**config.mk**
```make
export PLATFORM = sky130hd
export DESIGN_NAME = operand_display
export DESIGN_NICKNAME = d
export VERILOG_FILES = /design/src/rtl/operand_display_pkg.sv /design/src/rtl/operand_display_seg_hex_decode.sv /design/src/rtl/operand_display.sv
export SDC_FILE = /design/constraint.sdc
export NUM_CORES = 1
export LEC_CHECK = 0
export CAP_MARGIN = 5
export CORE_ASPECT_RATIO = 1.5
export CORE_MARGIN = 3
export CORE_UTILIZATION = 53
export CTS_CLUSTER_DIAMETER = 60
export CTS_CLUSTER_SIZE = 14
export DETAILED_ROUTE_END_ITERATION = 7
export PLACE_DENSITY_LB_ADDON = 0.15
export SLEW_MARGIN = 20
export SYNTH_ARGS = -nofsm -noshare
export SYNTH_HDL_FRONTEND = slang
export SYNTH_HIERARCHICAL = 1
export SYNTH_SLANG_ARGS = --single-unit
```
**constraint.sdc**
```tcl
create_clock -name clk -period 3.4 [get_ports clk]
set_input_delay 0.51 -clock clk [delete_from_list [all_inputs] [get_ports clk]]
set_output_delay 0.51 -clock clk [all_outputs]
set_load 0.005 [all_outputs]
```
**src/rtl/operand_display_pkg.sv**
```systemverilog
// Shared encodings and segment tables for the operand display path.
// The package itself has no configuration options.
package operand_display_pkg;

  typedef enum logic [1:0] {
    SEL_BLANK = 2'b00,
    SEL_OP1   = 2'b01,
    SEL_OP2   = 2'b10,
    SEL_RES   = 2'b11
  } sel_e;

  localparam int         NUM_DIGITS = 4;
  localparam int         IDX_W      = $clog2(NUM_DIGITS);
  localparam logic [7:0] SEG_OFF    = 8'hFF;
  localparam logic [3:0] AN_OFF     = 4'hF;

  // Active-low {dp,g,f,e,d,c,b,a} with dp off, indexed by hex digit value.
  localparam logic [7:0] SEG_HEX [16] = '{
    8'hC0, 8'hF9, 8'hA4, 8'hB0, 8'h99, 8'h92, 8'h82, 8'hF8,
    8'h80, 8'h90, 8'h88, 8'h83, 8'hC6, 8'hA1, 8'h86, 8'h8E
  };

  function automatic logic [NUM_DIGITS-1:0] digit_enable(input logic [IDX_W-1:0] idx);
    return ~(4'b0001 << idx);
  endfunction

endpackage

```
**src/rtl/operand_display_seg_hex_decode.sv**
```systemverilog
// Combinational hex nibble to active-low seven-segment pattern {g..a}.
// The package table carries dp as bit 7, dropped here.
module seg_hex_decode
  import operand_display_pkg::*;
(
  input  logic [3:0] i_nibble,
  output logic [6:0] o_seg
);

  logic [7:0] w_code;

  // Table lookup of the full code for the current nibble.
  always_comb begin
    w_code = SEG_HEX[i_nibble];
  end

  assign o_seg = w_code[6:0];

endmodule

```
**src/rtl/operand_display.sv**
```systemverilog
// Multiplexed 4-digit seven-segment driver for op1/op2/result with per-frame snapshot.
// Optional macro OPERAND_DISPLAY_BLINK_EN flashes the operand being edited.
module operand_display
  import operand_display_pkg::*;
#(
  parameter int CLK_DIV_W   = 17,
  parameter int BLINK_DIV_W = 25
) (
  input  logic        clk,
  input  logic        rst,
  input  logic [15:0] op1,
  input  logic [15:0] op2,
  input  logic [15:0] result,
  input  logic [1:0]  sel,
  output logic [3:0]  an,
  output logic [7:0]  seg
);

  logic [CLK_DIV_W-1:0] r_presc;
  logic                 w_tick;
  logic [IDX_W-1:0]     r_idx;
  logic                 w_frame_wrap;
  logic [15:0]          r_snap;
  sel_e                 r_snap_sel;
  logic [15:0]          w_snap_next;
  logic [3:0]           w_nibble;
  logic [6:0]           w_seg7;
  logic                 w_dp;
  logic                 w_blink;
  logic                 w_op_mode;
  logic [3:0]           w_an_next;
  logic [7:0]           w_seg_next;
  logic [3:0]           r_an;
  logic [7:0]           r_seg;

  assign w_tick       = (r_presc == {CLK_DIV_W{1'b1}});
  assign w_frame_wrap = w_tick && (r_idx == 2'd3);

  // Free-running scan prescaler.
  always_ff @(posedge clk or posedge rst) begin
    if (rst) begin
      r_presc <= '0;
    end else begin
      r_presc <= r_presc + {{(CLK_DIV_W-1){1'b0}}, 1'b1};
    end
  end

  // Digit index advances once per scan tick.
  always_ff @(posedge clk or posedge rst) begin
    if (rst) begin
      r_idx <= 2'd0;
    end else if (w_tick) begin
      r_idx <= r_idx + 2'd1;
    end else begin
      r_idx <= r_idx;
    end
  end

  // Source selection from live sel for the next frame.
  always_comb begin
    w_snap_next = 16'h0000;
    case (sel_e'(sel))
      SEL_OP1: w_snap_next = op1;
      SEL_OP2: w_snap_next = op2;
      SEL_RES: w_snap_next = result;
      default: w_snap_next = 16'h0000;
    endcase
  end

  // Whole-frame snapshot so mid-frame input changes never tear the display.
  always_ff @(posedge clk or posedge rst) begin
    if (rst) begin
      r_snap     <= 16'h0000;
      r_snap_sel <= SEL_BLANK;
    end else if (w_frame_wrap) begin
      r_snap     <= w_snap_next;
      r_snap_sel <= sel_e'(sel);
    end else begin
      r_snap     <= r_snap;
      r_snap_sel <= r_snap_sel;
    end
  end

  assign w_nibble = r_snap[{r_idx, 2'b00} +: 4];

  seg_hex_decode u_dec (
    .i_nibble (w_nibble),
    .o_seg    (w_seg7)
  );

`ifdef OPERAND_DISPLAY_BLINK_EN
  logic [BLINK_DIV_W-1:0] r_blink;

  // Free-running blink counter; its MSB is the blank phase.
  always_ff @(posedge clk or posedge rst) begin
    if (rst) begin
      r_blink <= '0;
    end else begin
      r_blink <= r_blink + {{(BLINK_DIV_W-1){1'b0}}, 1'b1};
    end
  end

  assign w_blink = r_blink[BLINK_DIV_W-1];
`else
  assign w_blink = 1'b0;
`endif

  assign w_op_mode = (r_snap_sel == SEL_OP1) || (r_snap_sel == SEL_OP2);
  assign w_dp      = ~((r_snap_sel == SEL_RES) && (r_idx == 2'd0));

  // Next display pattern from the current index and snapshot.
  always_comb begin
    w_an_next  = AN_OFF;
    w_seg_next = SEG_OFF;
    if (r_snap_sel == SEL_BLANK) begin
      w_an_next  = AN_OFF;
      w_seg_next = SEG_OFF;
    end else if (w_blink && w_op_mode) begin
      w_an_next  = AN_OFF;
      w_seg_next = SEG_OFF;
    end else begin
      w_an_next  = digit_enable(r_idx);
      w_seg_next = {w_dp, w_seg7};
    end
  end

  // Registered display pins.
  always_ff @(posedge clk or posedge rst) begin
    if (rst) begin
      r_an  <= AN_OFF;
      r_seg <= SEG_OFF;
    end else begin
      r_an  <= w_an_next;
      r_seg <= w_seg_next;
    end
  end

  assign an  = r_an;
  assign seg = r_seg;

endmodule

```
* Word level (Yosys, flattened, before mapping) *
Memory sizes are Yosys's and may differ from the RTL's.
Cells that the tools add are included.

storage, ports and cells
  flip-flop bits (word level) = 49
  bits in read-only memories = 128
  input bits = 52
  word-level logic and storage cells = 30
  memories = 1

operators by class
  add/subtract/negate cells = 2
  magnitude comparators = 1
  equality and inequality tests = 6
  shift operators = 2
  multiplexer cells = 5
  bitwise gates (word level) = 3
  reductions and logical operators = 4

memory list
  memory            depth  width  read ports  clocked after memory_dff  write ports  line                                  text
  (name not given)  16     8      1           0                         0            operand_display_seg_hex_decode.sv:14  w_code = SEG_HEX[i_nibble];

operators with widths
  cell                                                       count
  one-hot mux 16 bit (3 select lines)                        1
  adder 17 x 1 -> 17 bit (second input constant)             1
  == test 17 bit (second input constant)                     1
  variable part select 16 x 5 -> 4 bit                       1
  two-way mux 7 bit                                          2
  == test 2 bit (second input constant)                      4
  two-way mux 8 bit                                          1
  greater-or-equal comparator 5 bit (second input constant)  1
  NOT 4 -> 5 bit                                             1
  zero test 2 bit                                            2
  two-way mux 4 bit                                          1
  NOT 4 bit                                                  1
  left shift 1 x 2 -> 4 bit (first input constant)           1
  adder 2 x 1 -> 2 bit (second input constant)               1
  == test 2 x 1 -> 1 bit (second input constant)             1
  logical AND 1 bit                                          2
  NOT 1 bit                                                  1

* Logic depth before layout (Yosys ltp) *
  depth after elaboration = 6
  mapped depth = 9

* By module *
Netlist, hierarchy kept.

modules (own cells, without submodules)
  module           instances  cells each  area an instance (µm²)  seq. area each (µm²)
  operand_display  1          200         2,322.2                 1,241.2
  seg_hex_decode   1          32          275.3                   0.0

* Worst setup path before layout *
Ideal clock, no wire load.

  path kind = register to register
  start point = register r_idx[0]
  end point = register r_seg[3], in the netlist seg[3]
  data arrival time = 2.179 ns
  data required time = 3.316 ns
  slack = 1.137 ns
  stages on the path, launching flop included = 8
  period minus slack after synthesis = 2.263 ns
  path through = dfrtp_1 > buf_2 > mux4_2 > inv_1 > ha_1 > inv_1 > mux4_1 > or2_2

on the way
  word-level cells in the longest chain between the ends = 6

ends and longest elaborated chain
  element                                                line                                  text
  start, declared                                        operand_display.sv:21                 logic [IDX_W-1:0] r_idx;
  start signal, assigned                                 operand_display.sv:53                 r_idx <= r_idx + 2'd1;
  start signal, assigned                                 operand_display.sv:55                 r_idx <= r_idx;
  variable part select 16 x 5 -> 4 bit                   operand_display.sv:84                 assign w_nibble = r_snap[{r_idx, 2'b00} +: 4];
  net w_nibble[0]                                        operand_display.sv:26                 logic [3:0] w_nibble;
  NOT 4 -> 5 bit (not written as such)                   operand_display_seg_hex_decode.sv:14
  memory read (16 x 8 bit)                               n/a
  two-way mux 7 bit (not written as such) (2 in series)  operand_display_seg_hex_decode.sv:14
  net w_seg7[3]                                          operand_display.sv:27                 logic [6:0] w_seg7;
  two-way mux 8 bit                                      operand_display.sv:115                if (r_snap_sel == SEL_BLANK) begin
  net w_seg_next[3]                                      operand_display.sv:32                 logic [7:0] w_seg_next;
  end signal, assigned                                   operand_display.sv:134                r_seg <= w_seg_next;
  end, declared                                          operand_display.sv:34                 logic [7:0] r_seg;

The timed path passes the listed nets, and every way through them passes these cells. The select of a mux whose other input is x is not followed.
A chain may end at the register's enable or synchronous reset.

* Worst setup path after layout *
Ends and elaborated chain as after synthesis.

==> out/results.ini <==
[run_status]
outcome = completed

[floorplanning]
die_width_um = 63.2
die_h_um = 91.7
coreArea_um2 = 4620
fp.dieArea_um2 = 5790
start_util = 0.563
ios = 64
rows = 30

[sta]
fmax_ghz = 0.416
hold_viol_final = 0
worstMarginPinSlew_ns = 0.816
fin_crit_sh = 0.707
period_minus_slack_ns = 2.40
relSlewSlack = 0.456
skew_ns = 0.0128
fin_ws_ns = 0.996
maxSlewViolCount = 0
rsz0062_at_grt = no
setup_viol = 0
tns_ns = 0

[finish]
area_growth_pct = 28.4
final_layout_size_suffix_gt1_frac = 0.188
diodes = 0
final_nets = 357
fillers = 354

[logic_synthesis]
synth_top_family_by_area = multiplexers
syn-num-nets = 297
yosysTopAreaCellShare = 0.356
synth.most_common_cell = dfrtp_1
yosys.area_share.simple = 0.121
avgSynthCellArea_um2 = 11.2
synth-compound-area-share = 0.103
synth.area.top_cells = dfrtp_1 36%, dfstp_2 12%, mux2_2 8.2%
async_flop_share = 1.00
yosysWarningCount = 6
synth-seq-cells = 49
syn-instance-count = 232
synth_edf_count = 0
netlist-cell-type-count = 34
synth_xor_area_frac = 0.0506
ys_dominant_reg_cell = dfrtp_1
synth_area_leader_cell = dfrtp_1
synth_mux_area_frac = 0.143
synth_area_um2 = 2600
ys_seq_area_frac = 0.478
synthTopCellsByCount = 37 x dfrtp_1, 23 x o21ai_0, 22 x nand2_1
synth_adder_area_share = 0.0626

[grt]
grt_overflow = 0
track_usage = 0.192
antenna_found_initial = 0
grt_pass1_wl_mm = 8.91
grt_pass1_vias = 1961
grt_max_degree = 50

[job]
cap_violations = 0

[clocking]
cts_sinks = 49
cts_root_buf = clkbuf_8
clockBufferDepth = 2
postCtsHoldBufs = 0
cts_made_buffers = 5
htreeDepth = 2
cts_tree = yes
cts-resized-gates = 0
cts_setup_buffers = 0
clk_pin_slew_ns = 0.10
clock_latency_ns = 0.30

[min_path]
hp-start = r_presc[14]
hold_class = register to register
hold_depth = 1
hold_end = r_presc[14]

[critical_path]
ff2ff_path_depth = 6
crit_top_cell = inv_1
rrSetupSlack_ns = 1.0
crit_required_ns = 3.63
r2r-end = seg[3]
worstSetupPathType = register to register
max_stage_delay_ns = 0.64
path_max_fanout = 8
startpoint_type = register
cp_cell_sequence = mux4_2 -> inv_1 -> ha_1 -> inv_1 -> mux4_1 -> or2_2
end_kind = register
worstPathArrival_ns = 2.64
rr_startpoint = r_idx[0]
crit_path_top_delay_cell = mux4_2

[place]
pre_cts_ws_ns = 0.982
io_buffers = 63
place_congestion = 0.785
place_hpwl_mm = 3.90

[power]
peakVddDrop_uv = 277
p_per_area_nw_per_um2 = 316
cellLeakagePower_nw = 1.49

[drt]
wl_per_cell_um = 14.3
drt_wl_total_mm = 5.11
drtPass1Iterations = 4
vias = 1937
drt_iter0_drc = 101
ant_nets = 0
route.detailed.drc = 0
via_per_inst = 5.43

cell usage in the layout (no fill, tap or decap), drive strengths merged:
cell type / Yosys / routed
clkinvlp: 0 / 2
and2: 1 / 1
and2b: 1 / 1
clkdlybuf4s50: 0 / 63
inv: 9 / 8
o21ai: 23 / 23
xnor2: 6 / 6
or3b: 1 / 1
dfstp: 12 / 12
a22o: 2 / 2
nand2: 22 / 22
nand3: 10 / 10
ha: 13 / 13
mux2i: 4 / 4
and3: 1 / 1
a32o: 1 / 1
nor4: 4 / 4
a22oi: 16 / 16
dfrtp: 37 / 37
a21oi: 1 / 1
nand4: 3 / 3
clkbuf: 4 / 6
nor3: 4 / 4
nor2b: 1 / 1
clkinv: 0 / 1
buf: 8 / 2
or2: 7 / 7
xor2: 9 / 9
mux2: 19 / 19
mux4: 5 / 5
nor2: 8 / 8
critical path: cells and delay by family (launching register included):
kind | cells | cell delay (ns)
flip-flops | 1 | 0.58
multiplexers | 2 | 1.11
adder cells (fa/ha/maj) | 1 | 0.15
AND/OR/NAND/NOR | 1 | 0.30
buffers and inverters | 2 | 0.20
final cells by class:
type	count	area, µm²	area share
multi-input combinational	162	1250	0.374
tap	64	80.1	0.0240
timing repair buffer	65	646	0.194
inverter	9	35.0	0.0105
clock buffer	6	72.6	0.0218
clock inverter	2	15.0	0.00450
sequential	49	1240	0.372
worst max-delay path by stage:
stage                   from      to  slack (ns)
floorplan           r_idx[0]  seg[3]        1.14
global placement    r_idx[0]  seg[3]        1.06
detailed placement  r_idx[0]  seg[3]        0.98
CTS                 r_idx[0]  seg[3]        0.98
global route        r_idx[0]  seg[3]        0.83
finish              r_idx[0]  seg[3]         1.0
registers in the layout (all words and copies together) (netlist names):
name,count
r_idx,2
an,4
r_snap,16
seg,8
r_presc,17
r_snap_sel,2
through the flow:
stage	total power, W	instance area, µm²	std cells	hold WS, ns	util
after floorplan	0.000654	2600	232	0.441	-
after global placement	0.000724	3250	349	0.460	0.703
after detailed placement	0.000726	3250	349	0.461	0.703
after CTS	0.00106	3330	357	0.478	0.722
after global routing	0.00110	3340	357	0.498	0.722
final	0.00105	3340	357	0.481	0.722
per-layer routing:
metal	GRT usage	vias up	part of all wire
li1	-	940	-
met1	0.224	925	0.40
met4	0.0773	0	0.022
met5	0	-	0
met2	0.339	62	0.54
met3	0.0417	10	0.044
logic make-up (layout without fill, tap and decap cells):
kind of cell    after synthesis  in the layout
compound gates               43             43
xor+xnor                     15             15
fa+ha+maj                    13             13
buf+inv                      21             82
flops                        49             49
mux                          28             28
simple gates                 63             63
where the power goes:
part | internal, W | switching (W)
Sequential | 0.000590 | 0.00000264
Combinational | 0.0000810 | 0.0000394
Clock | 0.000145 | 0.000195
Total | 0.000817 | 0.000237
Note: power is estimated with default switching activity, not from simulation.
